## config.mk

```make
export PLATFORM = sky130hd
export DESIGN_NAME = fetch_stage
export DESIGN_NICKNAME = d
export VERILOG_FILES = /design/src/rtl/fetch_stage_pkg.sv /design/src/rtl/fetch_stage_if_id_reg.sv /design/src/rtl/fetch_stage.sv
export SDC_FILE = /design/constraint.sdc
export NUM_CORES = 1
export LEC_CHECK = 0
export CAP_MARGIN = 10
export CORE_ASPECT_RATIO = 1.75
export CORE_MARGIN = 2
export CORE_UTILIZATION = 49
export DETAILED_ROUTE_END_ITERATION = 8
export GPL_ROUTABILITY_DRIVEN = 0
export GPL_TIMING_DRIVEN = 0
export PLACE_DENSITY = 0.87
export SYNTH_ARGS = -nofsm -noshare
export SYNTH_HDL_FRONTEND = slang
export SYNTH_HIERARCHICAL = 1
export SYNTH_SLANG_ARGS = --single-unit
export TNS_END_PERCENT = 100
```

## constraint.sdc

```tcl
create_clock -name clk -period 2.4 [get_ports clk]
set_clock_uncertainty 0.05 [all_clocks]
set_input_delay 0.24 -clock clk [delete_from_list [all_inputs] [get_ports clk]]
set_output_delay 0.24 -clock clk [all_outputs]
set_load 0.05 [all_outputs]
```

## src/rtl/fetch_stage_pkg.sv

```systemverilog
// Shared constants and types for the instruction-fetch stage and its IF/ID register.
package fetch_stage_pkg;

    localparam logic [31:0] NOP_INSTR        = 32'h0000_0000;
    localparam logic [31:0] PC_STEP          = 32'd4;
    localparam logic [31:0] RESET_PC_DEFAULT = 32'h0000_0000;

    typedef enum logic {
        BOOT = 1'b0,
        RUN  = 1'b1
    } fetch_state_e;

endpackage

```

## src/rtl/fetch_stage_if_id_reg.sv

```systemverilog
// IF/ID pipeline register: flush forces a NOP bubble and wins over load-enable.
module fetch_stage_if_id_reg
    import fetch_stage_pkg::*;
(
    input  logic        clk,
    input  logic        reset_n,
    input  logic        load_en_i,
    input  logic        flush_i,
    input  logic [31:0] instr_i,
    input  logic [31:0] pc4_i,
    output logic [31:0] instr_o,
    output logic [31:0] pc4_o,
    output logic        valid_o
);

    logic [31:0] instr_q, instr_d;
    logic [31:0] pc4_q, pc4_d;
    logic        valid_q, valid_d;

    always_comb begin
        instr_d = instr_q;
        pc4_d   = pc4_q;
        valid_d = valid_q;
        if (flush_i) begin
            instr_d = NOP_INSTR;
            pc4_d   = 32'h0;
            valid_d = 1'b0;
        end else if (load_en_i) begin
            instr_d = instr_i;
            pc4_d   = pc4_i;
            valid_d = 1'b1;
        end
    end

    always_ff @(posedge clk or negedge reset_n) begin
        if (!reset_n) begin
            instr_q <= NOP_INSTR;
            pc4_q   <= 32'h0;
            valid_q <= 1'b0;
        end else begin
            instr_q <= instr_d;
            pc4_q   <= pc4_d;
            valid_q <= valid_d;
        end
    end

    assign instr_o = instr_q;
    assign pc4_o   = pc4_q;
    assign valid_o = valid_q;

endmodule

```

## src/rtl/fetch_stage.sv

```systemverilog
// Instruction-fetch stage: PC, next-PC mux, tracking of the fetch in flight in the
// synchronous-read memory, and the IF/ID register feeding decode.
module fetch_stage
    import fetch_stage_pkg::*;
#(
    parameter int          ADDR_W   = 8,
    parameter logic [31:0] RESET_PC = RESET_PC_DEFAULT
) (
    input  logic              clk,
    input  logic              reset_n,
    input  logic              stall,
    input  logic              branch_taken,
    input  logic [31:0]       branch_target,
    output logic [ADDR_W-1:0] imem_addr,
    output logic              imem_en,
    input  logic [31:0]       imem_data,
    output logic [31:0]       pc,
    output logic [31:0]       ifid_instr,
    output logic [31:0]       ifid_pc4,
    output logic              ifid_valid
);

    fetch_state_e state_q, state_d;
    logic         inflight_valid;
    logic [31:0]  pc_q, pc_d;
    logic [31:0]  inflight_pc_q, inflight_pc_d;
    logic         ifid_flush;

    always_ff @(posedge clk or negedge reset_n) begin
        if (!reset_n) begin
            state_q <= BOOT;
        end else begin
            state_q <= state_d;
        end
    end

    // A redirect discards the fetch in flight; any advancing edge starts a new one.
    always_comb begin
        state_d = state_q;
        if (branch_taken) begin
            state_d = BOOT;
        end else if (!stall) begin
            state_d = RUN;
        end
    end

    always_comb begin
        inflight_valid = (state_q == RUN);
    end

    always_comb begin
        pc_d          = pc_q;
        inflight_pc_d = inflight_pc_q;
        if (branch_taken) begin
            pc_d = branch_target;
        end else if (!stall) begin
            pc_d          = pc_q + PC_STEP;
            inflight_pc_d = pc_q;
        end
    end

    always_ff @(posedge clk or negedge reset_n) begin
        if (!reset_n) begin
            pc_q          <= RESET_PC;
            inflight_pc_q <= 32'h0;
        end else begin
            pc_q          <= pc_d;
            inflight_pc_q <= inflight_pc_d;
        end
    end

    // With nothing in flight the memory output is stale, so IF/ID takes a bubble.
    assign ifid_flush = branch_taken || (!stall && !inflight_valid);

    fetch_stage_if_id_reg u_if_id_reg (
        .clk       (clk),
        .reset_n   (reset_n),
        .load_en_i (!stall),
        .flush_i   (ifid_flush),
        .instr_i   (imem_data),
        .pc4_i     (inflight_pc_q + PC_STEP),
        .instr_o   (ifid_instr),
        .pc4_o     (ifid_pc4),
        .valid_o   (ifid_valid)
    );

    assign imem_addr = pc_q[ADDR_W-1:0];
    assign imem_en   = !stall;
    assign pc        = pc_q;

endmodule

```

==> Yosys cells after proc, flatten, opt, wreduce, memory -nomap -nowiden <==
Cells that the tools add are included.
{ "word_totals": {"rom_bits": 0, "ramBits": 0, "reg_bits": 130, "elab_cells": 26, "latch_bits": 0, "mem_count": 0} }
{ "op_classes": {"bitwise": 2, "n_mul": 0, "n_eq_ne": 2, "addsub": 2, "shifts": 0, "n_lt_le_gt_ge": 0, "n_reduce_logical": 5, "div_mod_pow": 0, "mux": 9} }
{ "op_table": {"columns": ["cell", "n"], "rows": [
  ["$mux W32", 6],
  ["$add A32 B3 Y32 const B", 2],
  ["$ne A2 B1 Y1 const B", 2],
  ["$mux W1", 3],
  ["$logic_not A1 Y1", 2],
  ["$not A1 Y1", 2],
  ["$reduce_and A2 Y1", 1],
  ["$logic_and A1 B1 Y1", 1],
  ["$logic_or A1 B1 Y1", 1]
]} }

==> Depth between registers and ports, before layout <==
{ "depth": {"ltp_word": 4, "ltp_mapped": 7, "ltp_nobuf": 7} }

==> By module <==
The synthesis kept the hierarchy.
{ "by_module_without_submodules": {"columns": ["mod", "seq_area_each_um2", "cells_each", "instances", "area_per_inst_um2"], "rows": [
  ["fetch_stage", 1626.6, 365, 1, 3684.8],
  ["fetch_stage_if_id_reg", 1626.6, 209, 1, 2637.5]
]} }

==> Least setup slack after synthesis <==
Ideal clock, no wire load.
{ "synth_timing": {"path_type": "reg2reg", "startpoint": "reg pc_q[7], in the netlist pc[7]", "endpoint": "reg pc_q[29], in the netlist pc[29]", "path_stages_with_launch": 6, "required_time_ns": 2.268, "n_path_buf": 1, "setup_ns": 0.082, "arrival_ns": 2.159, "path_slack_ns": 0.109, "cell_sequence": "dfrtp_1 nand4_2 or4_4 buf_6 or4_1 a31oi_1"} }
{ "synth_between": {"elab_chain_len": 3} }
{ "synth_rtl": {"columns": ["element", "line", "rtl"], "rows": [
  ["start: declaration", "fetch_stage.sv:25", "logic [31:0] pc_q, pc_d;"],
  ["start signal: assignment", "fetch_stage.sv:67", "pc_q <= pc_d;"],
  ["$add A32 B3 Y32", "fetch_stage.sv:57", "pc_d = pc_q + PC_STEP;"],
  ["$mux W32", "fetch_stage.sv:56", "end else if (!stall) begin"],
  ["$mux W32", "fetch_stage.sv:54", "if (branch_taken) begin"]
]} }
Every way passes these cells. The select of a mux whose other input is x is not followed.
A chain may end at the register's enable or synchronous reset.

==> Worst setup path in the final report <==
{ "layout_timing": {"startpoint": "in stall", "endpoint": "out imem_en"} }
{ "layout_between": {"elab_chain_len": 1} }
{ "layout_rtl": {"columns": ["element", "line", "rtl"], "rows": [
  ["start: declaration", "fetch_stage.sv:11", "input logic stall,"],
  ["$logic_not A1 Y1", "fetch_stage.sv:88", "assign imem_en = !stall;"],
  ["end: declaration", "fetch_stage.sv:15", "output logic imem_en,"]
]} }
Every way passes these cells.

==> qor.log <==
qor: power_and_ir_drop.power_per_cell_area 775.2 nW/um^2
qor: detailed_routing.drt-total-wl 17320 um
qor: grt.global_route_wire_length_before_repair 28660 um
qor: clock_tree.cts_inserted_buffers 17
qor: synthesis.synth_largest_type_area_fraction 51.45%
qor: synthesis.synthCells 574
qor: floorplan.num_rows 54
qor: place.placement.io_buffers 173
qor: timing.maxSlewViolCount 0
qor: worst_setup_path.timing.rr.start pc[15]
qor: synthesis.yosys-top-cells-count sky130_fd_sc_hd__dfrtp_1 (130), sky130_fd_sc_hd__nor2_1 (82), sky130_fd_sc_hd__mux2i_1 (66)
qor: floorplan.core_area 12570 um^2
qor: detailed_routing.routedWlPerCell 18.27 um
qor: final_layout.area_growth_syn_to_fin 41.36%
qor: timing.finalHoldViolCount 0
qor: worst_setup_path.arrival 2.04 ns
qor: status.run_status finished, final reports clean
qor: floorplan.design.portCount 174
qor: synthesis.synth_sequential_area_ratio 51.45%
qor: final_layout.num-fill-cells 905
qor: grt.grt_antenna_before_repair 0
qor: floorplan.initial_utilization 50.31%
qor: worst_setup_path.worst_path_most_repeated_cell sky130_fd_sc_hd__clkdlybuf4s50_1
qor: worst_setup_path.critPathLaunchType input port
qor: power_and_ir_drop.design_power_total 0.006928 W
qor: synthesis.dominantRegCellSynth sky130_fd_sc_hd__dfrtp_1
qor: synthesis.synthDistinctLibCells 46
qor: worst_setup_path.critPathRequiredTime 2.11 ns
qor: worst_setup_path.critical_path.endpoint_type output pin
qor: final_layout.layout-drive-gt1-share 12.44%
qor: floorplan.dieHeight 154.3 um
qor: grt.gr-usage-all-layers 25.82%
qor: grt.grt.overflow.total 0
qor: clock_tree.clkSinkCount 130
qor: synthesis.synth_enable_flop_cells 0
qor: worst_setup_path.rr_worst_depth 5
qor: clock_tree.number_of_post_cts_setup_repair_buffers 0
qor: detailed_routing.drt-initial-drc-count 276
qor: final_layout.fin_nets 838
qor: synthesis.synth-async-reset-ratio 100.0%
qor: worst_setup_path.worstSetupPathType in2out
qor: clock_tree.worstSkewPairLatency 0.41 ns
qor: power_and_ir_drop.ir_worst_vdd 0.0005469 V
qor: grt.grt_pass1_vias 5618
qor: grt.grt_max_degree 79
qor: synthesis.synth.largest_area_cell sky130_fd_sc_hd__dfrtp_1
qor: run.max-cap-violations 0
qor: detailed_routing.detailroute.via_count 5304
qor: timing.slew_worst_pin 0.8388 ns
qor: synthesis.post-synth-top-count-cell sky130_fd_sc_hd__dfrtp_1
qor: timing.crit_share_post_route 97.15%
qor: synthesis.synth.area.top_cells sky130_fd_sc_hd__dfrtp_1 (51%), sky130_fd_sc_hd__mux2i_1 (10%), sky130_fd_sc_hd__mux2_2 (5.7%), sky130_fd_sc_hd__nor2_1 (4.9%), sky130_fd_sc_hd__xnor2_1 (3.9%)
qor: place.dp_hpwl 12720 um
qor: worst_setup_path.worst_path_dominant_cell_family buffers and inverters
qor: synthesis.synthesis.area 6322 um^2
qor: clock_tree.htree_num_levels 4
qor: worst_setup_path.worstPathCellList clkdlybuf4s50_1, inv_1, clkdlybuf4s50_1
qor: detailed_routing.drt_first_pass_iters 5
qor: timing.hold-worst-slack 0.3024 ns
qor: clock_tree.clock_path_buffers 2
qor: hold_path.min_path_type in2async
qor: detailed_routing.ant_nets 0
qor: synthesis.mappedNetlistNets 644
qor: worst_setup_path.crit_path_max_fanout 9
qor: synthesis.post_synth.cell_area_avg 11.01 um^2
qor: worst_setup_path.worst-r2r-setup-slack 0.14 ns
qor: worst_setup_path.crit_slowest_cell sky130_fd_sc_hd__clkdlybuf4s50_1
qor: timing.timing.final.crit_period 2.332 ns
qor: clock_tree.cts_tree built
qor: worst_setup_path.worst_r2r_endpoint pc[22]
qor: detailed_routing.detail_route.drc_violations 0
qor: worst_setup_path.critPathBufInv 3
qor: detailed_routing.avgViaCountPerCell 5.595
qor: floorplan.die_area 13860 um^2
qor: timing.max-slew-margin-rel 43.65%
qor: synthesis.yosys_warnings 6
qor: synthesis.yosys_register_bits 130
qor: timing.timing.final.setup_violations 0
qor: timing.fmaxAchievable 428.9 MHz
qor: power_and_ir_drop.leakage 3.831 nW
qor: timing.rsz0062_at_grt no
qor: clock_tree.clk_pin_slew_worst_paths 0.05 ns
qor: final_layout.antenna_cells_inserted 0
qor: worst_setup_path.slowest_delay 0.89 ns
qor: floorplan.die_width 89.87 um
qor: clock_tree.clockRootBuffer sky130_fd_sc_hd__clkbuf_16
==> metal layers <==
layer  GRT usage [%]  vias to the layer above  wire length (um)
met3           5.943                       48              1028
met5               0                        -                 0
met1           28.34                     2554              6466
met2           47.19                      265              9289
li1                -                     2437                 -
met4           11.87                        0               537
==> sequential cells by signal (all words and copies together) (netlist names) <==
| signal | cells |
|---|---|
| inflight_pc_q | 32 |
| pc | 32 |
| u_if_id_reg/instr_o | 32 |
| u_if_id_reg/pc4_o | 32 |
| inflight_valid | 1 |
| u_if_id_reg/valid_o | 1 |
==> worst max path at each step <==
stage,cells past startpoint,end,startpoint
final,3,imem_en,stall
after global routing,5,inflight_pc_q[14],stall
after CTS,8,u_if_id_reg/pc4_o[28],branch_taken
after detailed placement,8,u_if_id_reg/pc4_o[28],branch_taken
after global placement,1,pc[0],reset_n
after floorplan,5,pc[29],pc[7]
==> through the flow <==
stage | cells | cell area, um^2 | setup TNS, ns | utilization [%] | setup WS [ns]
floorplan | 574 | 6322 | 0 | - | 0.1095
global placement | 915 | 8264 | -494.45 | 65.76 | -3.731
detailed placement | 916 | 8293 | -14.65 | 65.99 | -0.3339
CTS | 948 | 8930 | 0 | 71.06 | 0.04457
global route | 948 | 8937 | 0 | 71.12 | 0.0004325
finish | 948 | 8937 | 0 | 71.12 | 0.06840
==> where the power goes <==
group          switching (W)  internal, W  leakage [nW]
Sequential          0.000280      0.00241          1.65
Combinational       0.000903     0.000646          1.89
Clock               0.000907      0.00178         0.295
Total                0.00209      0.00484          3.83
==> cell families after synthesis <==
family | after synthesis | share of synthesized area [%]
compound gates | 51 | 5.561
buf+inv | 43 | 4.472
flops | 130 | 51.45
mux | 98 | 16.15
fa+ha+maj | 2 | 0.3957
simple gates | 214 | 16.98
xor+xnor | 36 | 4.987
==> cell type report <==
cell class	count	area (um^2)	share of cell area (%)
Multi-Input combinational cell	401	2800	31.33
Inverter	5	18.77	0.2100
Clock buffer	21	460.4	5.152
Tap cell	168	210.2	2.352
Clock inverter	10	157.7	1.764
Sequential cell	130	3253	36.40
Buffer	38	266.5	2.982
Timing Repair Buffer	175	1770	19.81
==> layout by cell type, fill, tap and decap left out, drive strengths merged, types with 3 or more instances in the layout <==
cell type | Yosys | routed
xnor2 | 28 | 28
nor3 | 5 | 5
and3 | 7 | 7
o31ai | 8 | 8
clkbuf | 15 | 36
o311ai | 8 | 8
nand3 | 23 | 23
nand4 | 22 | 22
o21ai | 15 | 15
nand2 | 40 | 40
clkdlybuf4s50 | 0 | 172
and4 | 5 | 5
clkinv | 0 | 3
mux2i | 66 | 66
a31oi | 10 | 10
o211ai | 8 | 8
inv | 5 | 5
bufinv | 0 | 4
buf | 23 | 25
clkinvlp | 0 | 3
nor2 | 82 | 82
xor2 | 8 | 8
nor4 | 3 | 3
dfrtp | 130 | 130
mux2 | 32 | 32
or3 | 3 | 3
or4 | 12 | 12
==> what timing repair did <==
item                                    CTS  global route
resized for setup                         1             5
hold buffers                              1             0
endpoints found under the setup margin    6            22
endpoints found under the hold margin    52             0
Note: power is estimated with default switching activity, not from simulation.
